**config.mk**
```make
export PLATFORM = sky130hd
export DESIGN_NAME = qix_sound_cmd_mailbox
export DESIGN_NICKNAME = d
export VERILOG_FILES = /design/src/rtl/qix_sound_cmd_mailbox.sv
export SDC_FILE = /design/constraint.sdc
export NUM_CORES = 1
export LEC_CHECK = 0
export ABC_AREA = 1
export BUFFER_PORTS_ARGS = -buffer_cell sky130_fd_sc_hd__buf_2
export CAP_MARGIN = 20
export CORE_ASPECT_RATIO = 1.5
export CORE_MARGIN = 2
export CORE_UTILIZATION = 54
export CTS_BUF_LIST = sky130_fd_sc_hd__clkbuf_2
export DETAILED_ROUTE_END_ITERATION = 7
export GPL_TIMING_DRIVEN = 0
export PLACE_DENSITY = 0.78
export SLEW_MARGIN = 20
export SYNTH_ARGS = -nofsm -noshare
export SYNTH_HDL_FRONTEND = slang
export SYNTH_SLANG_ARGS = --single-unit
```
**constraint.sdc**
```tcl
create_clock -name clk_20m -period 1.7 [get_ports clk_20m]
set_input_delay 0.17 -clock clk_20m [delete_from_list [all_inputs] [get_ports clk_20m]]
set_output_delay 0.17 -clock clk_20m [all_outputs]
set_load 0.1 [all_outputs]
```
**src/rtl/qix_sound_cmd_mailbox.sv**
```systemverilog
// rtl/qix_sound_cmd_mailbox.sv - sound command FIFO with IRQ presentation, ack wait and IRQ-low holdoff
module qix_sound_cmd_mailbox #(
   parameter int DEPTH   = 4,
   parameter int HOLDOFF = 8
) (
   input  logic                       clk_20m,
   input  logic                       reset,
   input  logic                       cpu_ce,
   input  logic                       pause,
   input  logic                       flush,
   input  logic [7:0]                 cmd_data,
   input  logic                       cmd_strobe,
   output logic [7:0]                 snd_cmd,
   output logic                       snd_irq,
   input  logic                       snd_ack,
   output logic                       cmd_busy,
   output logic [$clog2(DEPTH):0]     fifo_count,
   output logic                       overflow,
   input  logic                       ovf_clr
);

   localparam int PTR_W = $clog2(DEPTH);
   localparam int CNT_W = PTR_W + 1;
   localparam int HO_W  = $clog2(HOLDOFF + 1);

   typedef enum logic [1:0] {
      S_IDLE     = 2'd0,
      S_WAIT_ACK = 2'd1,
      S_HOLDOFF  = 2'd2
   } state_t;

   state_t             state_q, state_d;
   logic [PTR_W-1:0]   rd_ptr_q, rd_ptr_d;
   logic [PTR_W-1:0]   wr_ptr_q, wr_ptr_d;
   logic [CNT_W-1:0]   count_q, count_d;
   logic [7:0]         snd_cmd_q, snd_cmd_d;
   logic               snd_irq_q, snd_irq_d;
   logic               ovf_q, ovf_d;
   logic               busy_q, busy_d;
   logic [HO_W-1:0]    hold_q, hold_d;
   logic [7:0]         mem_q [DEPTH];
   logic               push, pop, full, ovf_set;

   always_comb begin
      state_d   = state_q;
      rd_ptr_d  = rd_ptr_q;
      wr_ptr_d  = wr_ptr_q;
      count_d   = count_q;
      snd_cmd_d = snd_cmd_q;
      snd_irq_d = snd_irq_q;
      hold_d    = hold_q;
      push      = 1'b0;
      pop       = 1'b0;
      full      = (count_q == CNT_W'(DEPTH));

      if (flush) begin
         state_d   = S_IDLE;
         snd_irq_d = 1'b0;
         rd_ptr_d  = '0;
         wr_ptr_d  = '0;
         count_d   = '0;
         hold_d    = '0;
      end else begin
         case (state_q)
            S_IDLE: begin
               if (count_q != '0 && !pause) begin
                  pop       = 1'b1;
                  snd_cmd_d = mem_q[rd_ptr_q];
                  snd_irq_d = 1'b1;
                  state_d   = S_WAIT_ACK;
               end
            end
            S_WAIT_ACK: begin
               if (snd_ack) begin
                  snd_irq_d = 1'b0;
                  hold_d    = HO_W'(HOLDOFF);
                  state_d   = S_HOLDOFF;
               end
            end
            S_HOLDOFF: begin
               // pause freezes the gap so a paused sound CPU still sees the full IRQ-low time
               if (cpu_ce && !pause) begin
                  if (hold_q == HO_W'(1)) begin
                     hold_d  = '0;
                     state_d = S_IDLE;
                  end else begin
                     hold_d = hold_q - 1'b1;
                  end
               end
            end
            default: state_d = S_IDLE;
         endcase

         push = cmd_strobe && (!full || pop);
         if (pop)  rd_ptr_d = rd_ptr_q + 1'b1;
         if (push) wr_ptr_d = wr_ptr_q + 1'b1;
         if (push && !pop)      count_d = count_q + 1'b1;
         else if (pop && !push) count_d = count_q - 1'b1;
      end

      ovf_set = cmd_strobe && !flush && full && !pop;
      if (ovf_set)      ovf_d = 1'b1;
      else if (ovf_clr) ovf_d = 1'b0;
      else              ovf_d = ovf_q;

      // computed from next state so the registered bit always matches the current state and count
      busy_d = (count_d != '0) || (state_d != S_IDLE);
   end

   always_ff @(posedge clk_20m) begin
      if (!reset) begin
         state_q   <= S_IDLE;
         rd_ptr_q  <= '0;
         wr_ptr_q  <= '0;
         count_q   <= '0;
         snd_cmd_q <= 8'h00;
         snd_irq_q <= 1'b0;
         ovf_q     <= 1'b0;
         busy_q    <= 1'b0;
         hold_q    <= '0;
      end else begin
         state_q   <= state_d;
         rd_ptr_q  <= rd_ptr_d;
         wr_ptr_q  <= wr_ptr_d;
         count_q   <= count_d;
         snd_cmd_q <= snd_cmd_d;
         snd_irq_q <= snd_irq_d;
         ovf_q     <= ovf_d;
         busy_q    <= busy_d;
         hold_q    <= hold_d;
      end
   end

   always_ff @(posedge clk_20m) begin
      if (push) mem_q[wr_ptr_q] <= cmd_data;
   end

   assign snd_cmd    = snd_cmd_q;
   assign snd_irq    = snd_irq_q;
   assign cmd_busy   = busy_q;
   assign fifo_count = count_q;
   assign overflow   = ovf_q;

endmodule

```
### After elaboration in Yosys (flattened, before gate mapping)

Memory sizes are Yosys's and may differ from the RTL's. A register that Yosys moved wholly into a read port is not among the register bits.
Index checks and enable logic that the tools add are counted.

| operators by class | value |
|---|---|
| add/subtract/negate cells | 5 |
| eq/ne operators | 7 |
| mux-type cells | 25 |
| bitwise gates (word level) | 2 |
| reductions and logical operators | 28 |

Operator list:

| cell | number |
|---|---|
| $mux W4 | 3 |
| $mux W1 | 11 |
| $mux W2 | 5 |
| $mux W3 | 3 |
| $reduce_and A3 Y1 | 3 |
| $logic_and A1 B1 Y1 | 8 |
| $pmux W4 S2 | 1 |
| $reduce_bool A2 Y1 | 4 |
| $logic_not A1 Y1 | 7 |
| $ne A2 B2 Y1 const B | 3 |
| $pmux W2 S3 | 1 |
| $reduce_bool A3 Y1 | 2 |
| $add A2 B1 Y2 const B | 2 |
| $eq A4 B1 Y1 const B | 1 |
| $sub A4 B1 Y4 const B | 1 |
| $add A3 B1 Y3 const B | 1 |
| $eq A3 B3 Y1 const B | 1 |
| $sub A3 B1 Y3 const B | 1 |
| $eq A2 B1 Y1 const B | 1 |
| $eq A2 B2 Y1 const B | 1 |
| $logic_not A2 Y1 | 1 |
| $logic_or A1 B1 Y1 | 2 |
| $not A1 Y1 | 2 |
| $pmux W1 S2 | 1 |
| $reduce_or A2 Y1 | 1 |

| word-level totals | value |
|---|---|
| register bits after elaboration | 16 |
| RAM bits | 32 |
| output and inout port bits | 14 |
| word-level logic and storage cells | 76 |
| memories | 1 |

Memories:

| name | depth | bits a word | rd ports | clocked after Yosys merged registers in | write ports | RTL line | RTL |
|---|---|---|---|---|---|---|---|
| mem_q | 4 | 8 | 1 | 1 | 1 | 41 | `logic [7:0] mem_q [DEPTH];` |

### Longest topological paths before layout

Gate-level depths: netlist (run 1).

| depth | value |
|---|---|
| word-level depth | 14 |
| depth in mapped cells | 12 |

### Least setup slack after synthesis (run 1)

Ideal clock, no wire load.

| timing path | value |
|---|---|
| path kind | reg-to-reg |
| start | register count_q[0], in the netlist fifo_count[0] |
| end | memory mem_q[0][0] (enable) |
| data arrival time | 2358 ps |
| data required time | 1329 ps |
| path slack | -1029 ps |
| stages on the path, launching flop included | 8 |
| clock period less this slack | 2729 ps |
| cells stage by stage | dfxtp_1 inv_1 ha_1 nand2_4 nand3_4 nand3_1 nand3_1 nor2_1 |

| between the ends | value |
|---|---|
| longest elaborated chain between the ends | 10 |
| elaborated cells on any way between the ends | 12 |
| classes of those cells | 1 x eq/ne; 6 x mux; 5 x reduce/logical |

RTL lines:

| element | RTL line | RTL |
|---|---|---|
| start: declaration | 35 | `logic [CNT_W-1:0] count_q, count_d;` |
| start signal: assignment | 125 | `count_q <= count_d;` |
| $reduce_bool A3 Y1 | 66 | `if (count_q != '0 && !pause) begin` |
| $logic_and A1 B1 Y1 | 66 |  |
| $mux W1 | 66 |  |
| $mux W1 | 64 | `case (state_q)` |
| $mux W1 | 56 | `if (flush) begin` |
| $logic_or A1 B1 Y1 (*) | 94 | `push = cmd_strobe && (!full \|\| pop);` |
| $logic_and A1 B1 Y1 (*) | 94 |  |
| $mux W1 (*) | 56 |  |
| $mux W1 (*) | 135 | `if (push) mem_q[wr_ptr_q] <= cmd_data;` |
| $mux W1 (implied by the code) (*) | 135 |  |
| end: declaration | 41 |  |

Every way passes the cells marked *; elsewhere a longest branch is shown, timed or not. The select of a mux whose other input is x is not followed.

### Worst setup path after layout (run 1)

| timing path | value |
|---|---|
| start | register count_q[0], in the netlist fifo_count[0] |
| end | memory mem_q[2][0] (enable) |

The elaborated chain is that of the path after synthesis.

==> results of run 1 <==
[layout make-up]
class,count,share of cell area (%)
sequential,56,47.9
multi-input combinational,162,31.1
timing repair buffer,50,11.8
inverter,30,3.80
tap,48,1.98
buffer,6,1.24
clock inverter,2,1.16
clock buffer,6,0.991
[routing by layer]
layer / vias up / global-route usage [%]
met5: - / 0
met1: 877 / 24.1
met2: 55 / 38.6
met4: 0 / 10.5
met3: 11 / 3.73
li1: 975 / -
[worst max-delay path by stage]
| stage | startpoint | to | slack, ns | cells past startpoint |
|---|---|---|---|---|
| after floorplan | fifo_count[1]$_SDFF_PN0_ | mem_q[0][0]$_DFFE_PP_ | -0.11 | 7 |
| after global placement | fifo_count[0]$_SDFF_PN0_ | mem_q[0][7]$_DFFE_PP_ | -0.04 | 7 |
| after detailed placement | fifo_count[0]$_SDFF_PN0_ | mem_q[0][7]$_DFFE_PP_ | -0.06 | 7 |
| after CTS | fifo_count[0]$_SDFF_PN0_ | mem_q[2][5]$_DFFE_PP_ | 0.10 | 8 |
| after global routing | fifo_count[0]$_SDFF_PN0_ | cmd_busy$_SDFF_PN0_ | 0.008 | 12 |
| final | fifo_count[0]$_SDFF_PN0_ | mem_q[2][0]$_DFFE_PP_ | 0.09 | 8 |
[worst min-delay path, delay by kind of cell]
kind / cells / cell delay [ns]
compound gates: 1 / 0.07
buf+inv: 1 / 0.07
simple gates: 2 / 0.14
[power by group]
group          switching, mW  internal [mW]
logic                  0.321          0.133
registers             0.0197           1.47
clock network          0.377          0.253
total                  0.718           1.86
[cell families after synthesis]
family,after synthesis,share of synthesized area (%)
adder cells (fa/ha/maj),9,4.56
XOR/XNOR,1,0.355
AO/OA/AOI/OAI,48,10.9
AND/OR/NAND/NOR,104,19.7
buffers and inverters,36,6.08
flip-flops,56,58.4
[flip-flops by register name, summed over array words and instances, names as in the netlist]
register / cells
cmd_busy: 1
rd_ptr_q: 2
hold_q: 4
overflow: 1
state_q: 2
mem_q: 32
snd_irq: 1
snd_cmd: 8
wr_ptr_q: 2
fifo_count: 3
[cells in the final DEF, fill, tap and decap left out, types with 2 or more instances in the layout]
| cell type | count |
|---|---|
| a21oi_1 | 7 |
| a31oi_1 | 9 |
| buf_12 | 2 |
| buf_2 | 31 |
| buf_4 | 10 |
| clkbuf_2 | 6 |
| dfxtp_1 | 21 |
| dfxtp_4 | 3 |
| dlygate4sd3_1 | 11 |
| edfxtp_1 | 32 |
| ha_1 | 8 |
| inv_1 | 23 |
| inv_2 | 5 |
| nand2_1 | 30 |
| nand2_2 | 2 |
| nand3_1 | 8 |
| nand3_2 | 2 |
| nand3_4 | 3 |
| nand4_1 | 4 |
| nor2_1 | 43 |
| nor2_4 | 5 |
| nor3_1 | 3 |
| o21ai_0 | 26 |
| o21ai_2 | 2 |
| o31ai_1 | 2 |
[repair_timing]
| action | 4_1_cts | 5_1_grt |
|---|---|---|
| setup endpoints to repair | 32 | 1 |
| gates resized for setup | 0 | 0 |
| pin swaps | 4 | 0 |
| hold buffers | 11 | 0 |
| setup buffers | 10 | 1 |
| hold endpoints to repair | 36 | 0 |
==> impl_summary.txt, run 1 <==
----------------------------------------------------
[STA]
  Fin. Hold Viols ... 0
  Tcrit/Tclk final ... 94.9%
  Slew Limit Headroom ... 67.8%
  Setup skew after layout ... 0.0246 ns
  Max Slew Vio Count ... 0
  Final setup vio count ... 0
  RSZ-0062 raised after global routing ... false
  Post-route worst setup slack ... 0.0875 ns
  Tightest hold margin ... 0.0576 ns
  Final-layout setup total negative slack ... 0 ns
  Shortest period the worst path allows ... 1.61 ns
  Max Freq ... 620 MHz
  Transition time of the tightest slew-check pin ... 0.486 ns

[Global route]
  Overall fraction of global-route tracks in use ... 21.7%
  Maximum number of pins on one net before global-route repair ... 17
  Congestion Overflow GR ... 0
  First-pass GRT wire length ... 8.19 mm
  Via count of the first global-routing pass ... 1,797
  Number of antenna violations at the first check in global routing ... 0

[Yosys]
  Yosys top cell area share ... 38.9%
  Async set-reset flop share out of synthesis ... 0%
  Count of distinct cell types in the synthesized netlist ... 31
  Top FF cell, synth ... edfxtp_1
  Flop and latch count out of synthesis ... 56
  Most instantiated cells after synthesis ... nor2_1 (47), edfxtp_1 (32), nand2_1 (30)
  Gate count of the mapped netlist ... 254
  Number of flops mapped to enable cells by yosys ... 32
  Library cell with the highest instance count after synthesis ... nor2_1
  Number of nets in the synthesized netlist ... 279
  Cell types occupying the most area after synthesis ... edfxtp_1 (39%), dfxtp_1 (19%), nor2_1 (7.2%)
  Share of synthesized area occupied by flip-flops and latches ... 58.4%
  Synth area leader ... edfxtp_1
  Cell area after technology mapping ... 2470 µm²
  Ys Warns ... 0
  Average instance area after synthesis ... 9.71 µm²

[Clock network]
  Clock tree root driver cell ... clkbuf_2
  # clock sinks ... 56
  Clock transition at the register clock pins on the worst setup and hold paths after CTS ... 0.24 ns
  Max clock buf depth ... 2
  H-tree depth ... 2
  Clock latency of the later-clocked register in the worst-skew pair ... 0.43 ns
  Clock buffer count from CTS ... 5
  TritonCTS clock tree ... yes

[Min path]
  Hold Crit Endpoint ... state_q[1]$_SDFF_PN0_
  Depth of the worst hold-timing path ... 4
  Hold wc startpoint ... cpu_ce
  Class of the tightest hold or removal check ... input pin to flip-flop

[Final layout]
  Area growth syn-to-layout ... 22.9%
  Final standard cell count with taps included and fillers excluded ... 360
  Fillers ... 327
  Fin util ... 67.9%
  Final nets ... 336
  Design Area, Final ... 3030 µm²
  Area used by sequential logic in the layout ... 1450 µm²
  Share of post-route cells with drive strength above 1 ... 25.3%
  Area taken by multi-input logic gates ... 943 µm²
  Inserted Diodes ... 0

[Placed design]
  Placed Cells ... 330
  Dpl cell area ... 2750 µm²
  Total of buffers placed on input and output ports ... 28
  Final HPWL from detailed placement ... 3.43 mm
  Post-Place Setup Slack ... -0.0640 ns
  Routability-driven placement congestion ratio ... 0.881

[Die]
  DIE AREA ... 5140 µm²
  Horiz. Die Dim ... 59.2 µm
  Row count ... 30
  Core area ... 4470 µm²
  Initial core utilization ... 55.2%
  Height of the die ... 86.8 µm
  IO Count ... 30

[Drt]
  Avg Vias per Cell ... 5.33
  Metal1 wirelength ... 2.05 mm
  Uppermost layer routed ... met4
  Drt initial violations ... 113
  Remaining number of nets flagged by the antenna check after routing ... 0
  Via total after detailed routing ... 1,918
  Total wire length after detailed routing ... 5.07 mm
  WL met3 ... 179 µm
  Routed length per placed instance ... 14.1 µm
  First-pass iteration count of the detailed router ... 4
  Drt drc ... 0
  Detailed route wirelength on metal2 ... 2.71 mm

[Run]
  Max Cap Viol ... 0

[Critical path]
  Critical path launch point type ... flip-flop
  Crit path largest cell delay ... 0.42 ns
  Critical path type ... flip-flop to flip-flop
  Required time of the critical path ... 1.87 ns
  Critical path, cell by cell ... inv_4 > ha_4 > nand2_4 > nand3_4 > nand3_4 > nand3_4 > nor2_4 > buf_12
  Worst reg2reg setup slack ... 0.09 ns
  Top cell family by delay on the critical path ... simple AND/OR/NAND/NOR gates
  Slowest stage cell, crit path ... dfxtp_4
  R2r worst-path depth ... 8
  Crit path buf inv count ... 2
  Capture point of the worst reg-to-reg path ... mem_q[2][0]$_DFFE_PP_
  CP Data Arrival Time ... 1.78 ns
  Kind of end point of the critical path ... flip-flop
  Most frequent CP cell ... nand3_4
  Max FO, Critical Path ... 6
  Worst r2r src ... fifo_count[0]$_SDFF_PN0_

[Pwr]
  Leakage power of the design ... 1.26 nW
  Worst IR Drop VDD ... 0.000547 V
  Power density relative to cell area ... 849 nW/µm²
  Post-layout total power ... 2.58 mW

[Status]
  Run status ... completed

----------------------------------------------------
(Power assumes the default switching activity.)
==> inputs of run 2 (changes only) <==
==> constraint.sdc (replaced) <==
create_clock -name clk_20m -period 1.7 [get_ports clk_20m]
set_input_delay 0.34 -clock clk_20m [delete_from_list [all_inputs] [get_ports clk_20m]]
set_output_delay 0.34 -clock clk_20m [all_outputs]
set_load 0.1 [all_outputs]
==> run 2 against run 1 <==
Against the previous run:
- final area down 3.8%
- non-clock buffer count fell by 12
- via count shrank 2.1%
- first-iteration DRC count shrank 5.3%
- sequential share of layout area up 1.9 points
- worst setup slack got worse by 0.012 ns
- clock skew down 0.0019 ns
- highest routed layer unchanged
- maximum frequency down 0.72%
- critical path depth unchanged
- register-to-register slack hardly changed
- die area did not move
==> impl_summary.txt, run 2 (synthesis results as in run 1) <==
----------------------------------------------------
[Min path]
  Hold Crit Endpoint ... mem_q[0][6]$_DFFE_PP_
  Class of the tightest hold or removal check ... input pin to flip-flop
  Hold wc startpoint ... cmd_data[6]
  Depth of the worst hold-timing path ... 1 (-3)

[Final layout]
  Most used cells in the layout excluding fill and tap cells ... nor2_1 (43), edfxtp_1 (32), nand2_1 (30), buf_2 (30), o21ai_0 (26)
  Final nets ... 324 (-3.6%)
  Commonest non-fill, non-tap cell in the layout ... nor2_1
  Share of post-route cells with drive strength above 1 ... 26.0% (+0.68 points)
  Max reg flops ... 32 (unchanged)
  Inserted Diodes ... 0 (unchanged)
  Top register by number of flip-flops ... mem_q
  Area growth syn-to-layout ... 18.2%
  Fin util ... 65.3% (-2.6 points)

[Pwr]
  Seq pwr share ... 58.4% (+0.5 points)
  Clock share of power ... 24.7% (+0.2 points)
  Worst IR Drop VDD ... 0.000547 V (about the same)
  Switching Fraction ... 28.0% (+0.074 points)
  Comb power frac ... 16.9% (-0.7 points)
  Net Switching ... 0.714 mW (-0.59%)
  Leakage power of the design ... 1.21 nW (-4.1%)
  Post-layout total power ... 2.55 mW (-0.85%)
  Power density relative to cell area ... 875 nW/µm² (+3.1%)
  P_int ... 1.84 mW (-0.95%)

[Die]
  Core area ... 4470 µm² (unchanged)
  Horiz. Die Dim ... 59.2 µm (unchanged)
  DIE AREA ... 5140 µm² (unchanged)
  Initial core utilization ... 55.2% (unchanged)
  Height of the die ... 86.8 µm (unchanged)
  IO Count ... 30 (unchanged)
  Row count ... 30 (unchanged)

[Drt]
  Total wire length after detailed routing ... 5.00 mm (-1.4%)
  Via total after detailed routing ... 1,878 (-2.1%)
  Avg Vias per Cell ... 5.40 (+1.3%)
  Remaining number of nets flagged by the antenna check after routing ... 0 (unchanged)
  Drt initial violations ... 107 (-5.3%)
  Drt drc ... 0 (unchanged)
  Routed length per placed instance ... 14.4 µm (+2.0%)
  First-pass iteration count of the detailed router ... 4 (unchanged)

[Clock network]
  Clock tree root driver cell ... clkbuf_2
  Clock latency of the later-clocked register in the worst-skew pair ... 0.43 ns (about the same)
  Max clock buf depth ... 2 (unchanged)
  H-tree depth ... 2 (unchanged)
  # clock sinks ... 56 (unchanged)
  Clock transition at the register clock pins on the worst setup and hold paths after CTS ... 0.26 ns (+0.02 ns)
  Clock buffer count from CTS ... 5 (unchanged)
  Hold bufs inserted after CTS ... 0 (-11)
  TritonCTS clock tree ... yes

[STA]
  Transition time of the tightest slew-check pin ... 0.487 ns (+0.000621 ns)
  Max Freq ... 616 MHz (-0.72%)
  Final setup vio count ... 0 (unchanged)
  Fin. Hold Viols ... 0 (unchanged)
  RSZ-0062 raised after global routing ... false
  Tcrit/Tclk final ... 95.5% (+0.69 points)
  Slew Limit Headroom ... 67.8% (about the same)
  Setup skew after layout ... 0.0227 ns (-0.00186 ns)
  Final-layout setup total negative slack ... 0 ns (unchanged)
  Max Slew Vio Count ... 0 (unchanged)
  Shortest period the worst path allows ... 1.62 ns (+0.0118 ns)

[Critical path]
  Worst reg2reg setup slack ... 0.08 ns (about the same)
  Critical path, cell by cell ... inv_4 > ha_4 > nand2_4 > nand3_4 > nand3_4 > nand3_4 > nor2_4 > buf_12
  Crit path buf inv count ... 2 (unchanged)
  Worst r2r src ... fifo_count[0]$_SDFF_PN0_
  R2r worst-path depth ... 8 (unchanged)
  Critical path launch point type ... flip-flop
  Required time of the critical path ... 1.87 ns (about the same)
  Top cell family by delay on the critical path ... simple AND/OR/NAND/NOR gates
  Critical path type ... flip-flop to flip-flop
  Kind of end point of the critical path ... flip-flop
  Most frequent CP cell ... nand3_4
  Crit path largest cell delay ... 0.43 ns (about the same)
  Max FO, Critical Path ... 6 (unchanged)
  CP Data Arrival Time ... 1.79 ns (about the same)
  Critical path depth ... 8 (unchanged)
  Capture point of the worst reg-to-reg path ... mem_q[2][0]$_DFFE_PP_
  Slowest stage cell, crit path ... dfxtp_4

[Global route]
  Number of antenna violations at the first check in global routing ... 0 (unchanged)
  Overall fraction of global-route tracks in use ... 21.1% (-0.52 points)
  Congestion Overflow GR ... 0 (unchanged)
  Maximum number of pins on one net before global-route repair ... 17 (unchanged)
  Via count of the first global-routing pass ... 1,728 (-3.8%)
  First-pass GRT wire length ... 7.98 mm (-2.6%)

[Status]
  Run status ... completed

[Run]
  Max Cap Viol ... 0 (unchanged)

[Placed design]
  Total of buffers placed on input and output ports ... 28 (unchanged)
  Routability-driven placement congestion ratio ... 0.881 (unchanged)
  Final HPWL from detailed placement ... 3.43 mm (unchanged)

----------------------------------------------------
## run 2: cell count changes in the layout (fill, tap and decap cells not counted)
cell	delta
clkbuf_4	+1
buf_2	-1
dlygate4sd3_1	-11
buf_4	-1
## run 2: worst register-to-register path, stage by stage (launching register included)
cell     delay, ns
dfxtp_4       0.43
inv_4         0.05
ha_4          0.17
nand2_4       0.09
nand3_4       0.08
nand3_4       0.09
nand3_4       0.16
nor2_4        0.18
buf_12        0.13
## run 2: routing by layer
metal / vias to the layer above / global-route usage, % / routed length (µm)
li1: 950 / - / -
met1: 868 / 23.8 / 2050
met2: 49 / 37.1 / 2640
met3: 11 / 3.88 / 177
met4: 0 / 10.5 / 135
met5: - / 0 / 0
## run 2: final cells by class
| cell class | instances | area (µm²) |
|---|---|---|
| Clock buffer | 6 | 30.0 |
| Inverter | 30 | 115 |
| Buffer | 6 | 37.5 |
| Clock inverter | 2 | 35.0 |
| Multi-Input combinational cell | 162 | 943 |
| Timing Repair Buffer | 38 | 243 |
| Tap cell | 48 | 60.1 |
| Sequential cell | 56 | 1450 |
| Fill cell | 337 | 1550 |
## run 2: what timing repair did
item                                    CTS  global route
endpoints found under the setup margin   32             1
endpoints found under the hold margin     0             0
gates resized for setup                   0             1
buffers inserted                         10             0
pin swaps                                 4             0
## run 2: power groups by stage
stage | Sequential [mW] | Combinational, mW | Clock, mW
finish | 1.49 | 0.432 | 0.630
detailed placement | 1.52 | 0.413 | 0
CTS | 1.49 | 0.431 | 0.648
floorplan | 1.66 | 0.180 | 0
global route | 1.50 | 0.464 | 0.708
global placement | 1.52 | 0.404 | 0
## run 2: stage by stage
stage / setup WS [ns] / hold WS [ns] / std cells / instance area [µm²]
floorplan: -0.110 / 0.439 / 254 / 2550
CTS: 0.0312 / 0.0900 / 348 / 2910
global route: 0.00379 / 0.0457 / 348 / 2920
global placement: -0.0424 / 0.450 / 330 / 2750
finish: 0.0758 / 0.103 / 348 / 2920
detailed placement: -0.0640 / 0.455 / 330 / 2750
## run 2: worst max-delay path by stage
stage / start / slack, ns / to
floorplan: fifo_count[1]$_SDFF_PN0_ / -0.11 / mem_q[0][0]$_DFFE_PP_
global placement: fifo_count[0]$_SDFF_PN0_ / -0.04 / mem_q[0][7]$_DFFE_PP_
detailed placement: fifo_count[0]$_SDFF_PN0_ / -0.06 / mem_q[0][7]$_DFFE_PP_
CTS: fifo_count[2]$_SDFF_PN0_ / 0.03 / fifo_count[2]
global route: snd_cmd[6]$_SDFFE_PN0P_ / 0.004 / snd_cmd[6]
finish: fifo_count[0]$_SDFF_PN0_ / 0.08 / mem_q[2][0]$_DFFE_PP_
==> inputs of run 3 (changes only) <==
--- a/config.mk
+++ b/config.mk
@@ -14,7 +14,7 @@
 export CTS_BUF_LIST = sky130_fd_sc_hd__clkbuf_2
 export DETAILED_ROUTE_END_ITERATION = 7
 export GPL_TIMING_DRIVEN = 0
-export PLACE_DENSITY = 0.78
+export PLACE_DENSITY = 0.87
 export SLEW_MARGIN = 20
 export SYNTH_ARGS = -nofsm -noshare
 export SYNTH_HDL_FRONTEND = slang
==> run 3 against run 2 <==
Against the previous run:
- clock skew fell by 0.0079 ns
- critical endpoint is now fifo_count[1]
- die area did not move
- utilization fell by 2.1 points
- critical path depth fell by 7
- final area fell by 3.2%
- largest cell class unchanged
==> impl_summary.txt, run 3 (synthesis results as in run 1) <==
----------------------------------------------------
[Status]
  Run status ... completed

[STA]
  Max Freq ... 617 MHz (+0.27%)
  Fin. Hold Viols ... 0 (unchanged)
  Tcrit/Tclk final ... 95.3% (-0.26 points)
  Max Slew Vio Count ... 0 (unchanged)
  Final setup vio count ... 0 (unchanged)
  Shortest period the worst path allows ... 1.62 ns (-0.00445 ns)
  Setup skew after layout ... 0.0148 ns (-0.00791 ns)
  RSZ-0062 raised after global routing ... false
  Transition time of the tightest slew-check pin ... 0.486 ns (-0.000847 ns)
  Final-layout setup total negative slack ... 0 ns (unchanged)
  Slew Limit Headroom ... 67.8% (about the same)

[Die]
  DIE AREA ... 5140 µm² (unchanged)
  Row count ... 30 (unchanged)
  IO Count ... 30 (unchanged)
  Horiz. Die Dim ... 59.2 µm (unchanged)
  Height of the die ... 86.8 µm (unchanged)
  Core area ... 4470 µm² (unchanged)
  Initial core utilization ... 55.2% (unchanged)

[Critical path]
  Worst reg2reg setup slack ... 0.09 ns (about the same)
  Crit path buf inv count ... 1 (-1)
  Critical path, cell by cell ... buf_2
  Required time of the critical path ... 1.36 ns (-0.51 ns)
  R2r worst-path depth ... 7 (-1)
  Top cell family by delay on the critical path ... flip-flops
  Crit path largest cell delay ... 0.43 ns (about the same)
  Kind of end point of the critical path ... primary output
  CP Data Arrival Time ... 1.28 ns (-0.51 ns)
  Slowest stage cell, crit path ... dfxtp_4
  Critical path type ... flip-flop to primary output
  Critical path launch point type ... flip-flop
  Worst r2r src ... fifo_count[0]$_SDFF_PN0_
  Capture point of the worst reg-to-reg path ... mem_q[3][2]$_DFFE_PP_
  Max FO, Critical Path ... 4 (-2)

[Global route]
  Via count of the first global-routing pass ... 1,730 (+0.12%)
  Number of antenna violations at the first check in global routing ... 0 (unchanged)
  Maximum number of pins on one net before global-route repair ... 17 (unchanged)
  First-pass GRT wire length ... 7.50 mm (-6.0%)
  Congestion Overflow GR ... 0 (unchanged)
  Overall fraction of global-route tracks in use ... 19.8% (-1.4 points)

[Min path]
  Class of the tightest hold or removal check ... input pin to flip-flop
  Hold Crit Endpoint ... mem_q[0][0]$_DFFE_PP_
  Hold wc startpoint ... cmd_data[0]
  Depth of the worst hold-timing path ... 1 (unchanged)

[Final layout]
  Final standard cell count with taps included and fillers excluded ... 340 (-2.3%)
  Fillers ... 375 (+11%)
  Commonest non-fill, non-tap cell in the layout ... nor2_1
  Final nets ... 316 (-2.5%)
  Max reg flops ... 32 (unchanged)
  Top register by number of flip-flops ... mem_q
  Area taken by multi-input logic gates ... 943 µm² (unchanged)
  Fin util ... 63.2% (-2.1 points)
  Design Area, Final ... 2820 µm² (-3.2%)
  Share of post-route cells with drive strength above 1 ... 23.6% (-2.4 points)
  Area growth syn-to-layout ... 14.4%
  Area used by sequential logic in the layout ... 1450 µm² (unchanged)
  Inserted Diodes ... 0 (unchanged)
  Most used cells in the layout excluding fill and tap cells ... nor2_1 (43), edfxtp_1 (32), nand2_1 (30), buf_2 (28), o21ai_0 (26)

[Pwr]
  Power density relative to cell area ... 846 nW/µm² (-3.4%)
  Worst IR Drop VDD ... 0.000556 V (+1.6%)
  Post-layout total power ... 2.39 mW (-6.5%)
  Leakage power of the design ... 1.15 nW (-4.9%)

[Drt]
  Remaining number of nets flagged by the antenna check after routing ... 0 (unchanged)
  First-pass iteration count of the detailed router ... 4 (unchanged)
  Drt initial violations ... 58 (-46%)
  Drt drc ... 0 (unchanged)
  Routed length per placed instance ... 13.6 µm (-5.2%)
  Via total after detailed routing ... 1,851 (-1.4%)
  Avg Vias per Cell ... 5.44 (+0.88%)
  Total wire length after detailed routing ... 4.63 mm (-7.4%)

[Clock network]
  TritonCTS clock tree ... yes
  Clock transition at the register clock pins on the worst setup and hold paths after CTS ... 0.26 ns (about the same)
  Clock tree root driver cell ... clkbuf_2
  Clock latency of the later-clocked register in the worst-skew pair ... 0.43 ns (about the same)
  # clock sinks ... 56 (unchanged)
  Max clock buf depth ... 2 (unchanged)
  Clock buffer count from CTS ... 5 (unchanged)
  H-tree depth ... 2 (unchanged)

[Placed design]
  Placed Cells ... 330 (unchanged)
  Total of buffers placed on input and output ports ... 28 (unchanged)
  Final HPWL from detailed placement ... 3.35 mm (-2.4%)
  Dpl cell area ... 2750 µm² (unchanged)
  Routability-driven placement congestion ratio ... 0.847 (-3.9%)

[Run]
  Max Cap Viol ... 0 (unchanged)

----------------------------------------------------
[run 3: area by class of cell]
class,instances,share of cell area (%)
Tap cell,48,2.13
Timing Repair Buffer,30,6.21
Sequential cell,56,51.5
Buffer,6,1.33
Clock inverter,3,0.488
Clock buffer,5,0.887
Multi-Input combinational cell,162,33.4
Inverter,30,4.08
[run 3: worst max path at each step]
stage,cells past startpoint,slack [ns],from,endpoint
after global placement,7,-0.02,fifo_count[0]$_SDFF_PN0_,mem_q[0][7]$_DFFE_PP_
after CTS,1,0.01,fifo_count[2]$_SDFF_PN0_,fifo_count[2]
after floorplan,7,-0.11,fifo_count[1]$_SDFF_PN0_,mem_q[0][0]$_DFFE_PP_
after global routing,12,0.0005,fifo_count[1]$_SDFF_PN0_,cmd_busy$_SDFF_PN0_
final,1,0.08,fifo_count[1]$_SDFF_PN0_,fifo_count[1]
after detailed placement,7,-0.03,fifo_count[0]$_SDFF_PN0_,mem_q[2][4]$_DFFE_PP_
[run 3: metrics by stage]
step           hold WS [ns]  setup WS (ns)
2_1_floorplan         0.439         -0.110
3_3_place_gp          0.451        -0.0186
3_5_place_dp          0.468        -0.0310
4_1_cts              0.0712         0.0108
5_1_grt              0.0474       0.000545
6_report              0.101         0.0802
[run 3: metal layers]
layer / GRT usage, % / routed length (µm)
met1: 20.9 / 1810
met3: 3.73 / 256
met5: 0 / 0
met4: 11.6 / 141
met2: 35.1 / 2420
[run 3: timing repair]
item | 4_1_cts | 5_1_grt
gates cloned | 0 | 0
buffers inserted | 2 | 0
gates resized for setup | 0 | 3
endpoints found under the setup margin | 32 | 7
hold buffers | 0 | 0
pin swaps | 3 | 1
[run 3: power breakdown]
part           internal [mW]  total, mW  leakage, nW  switching, mW
clock network         0.0925      0.478       0.0302          0.386
registers               1.47       1.49        0.488         0.0204
logic                  0.106      0.416        0.631          0.310
total                   1.67       2.39         1.15          0.717
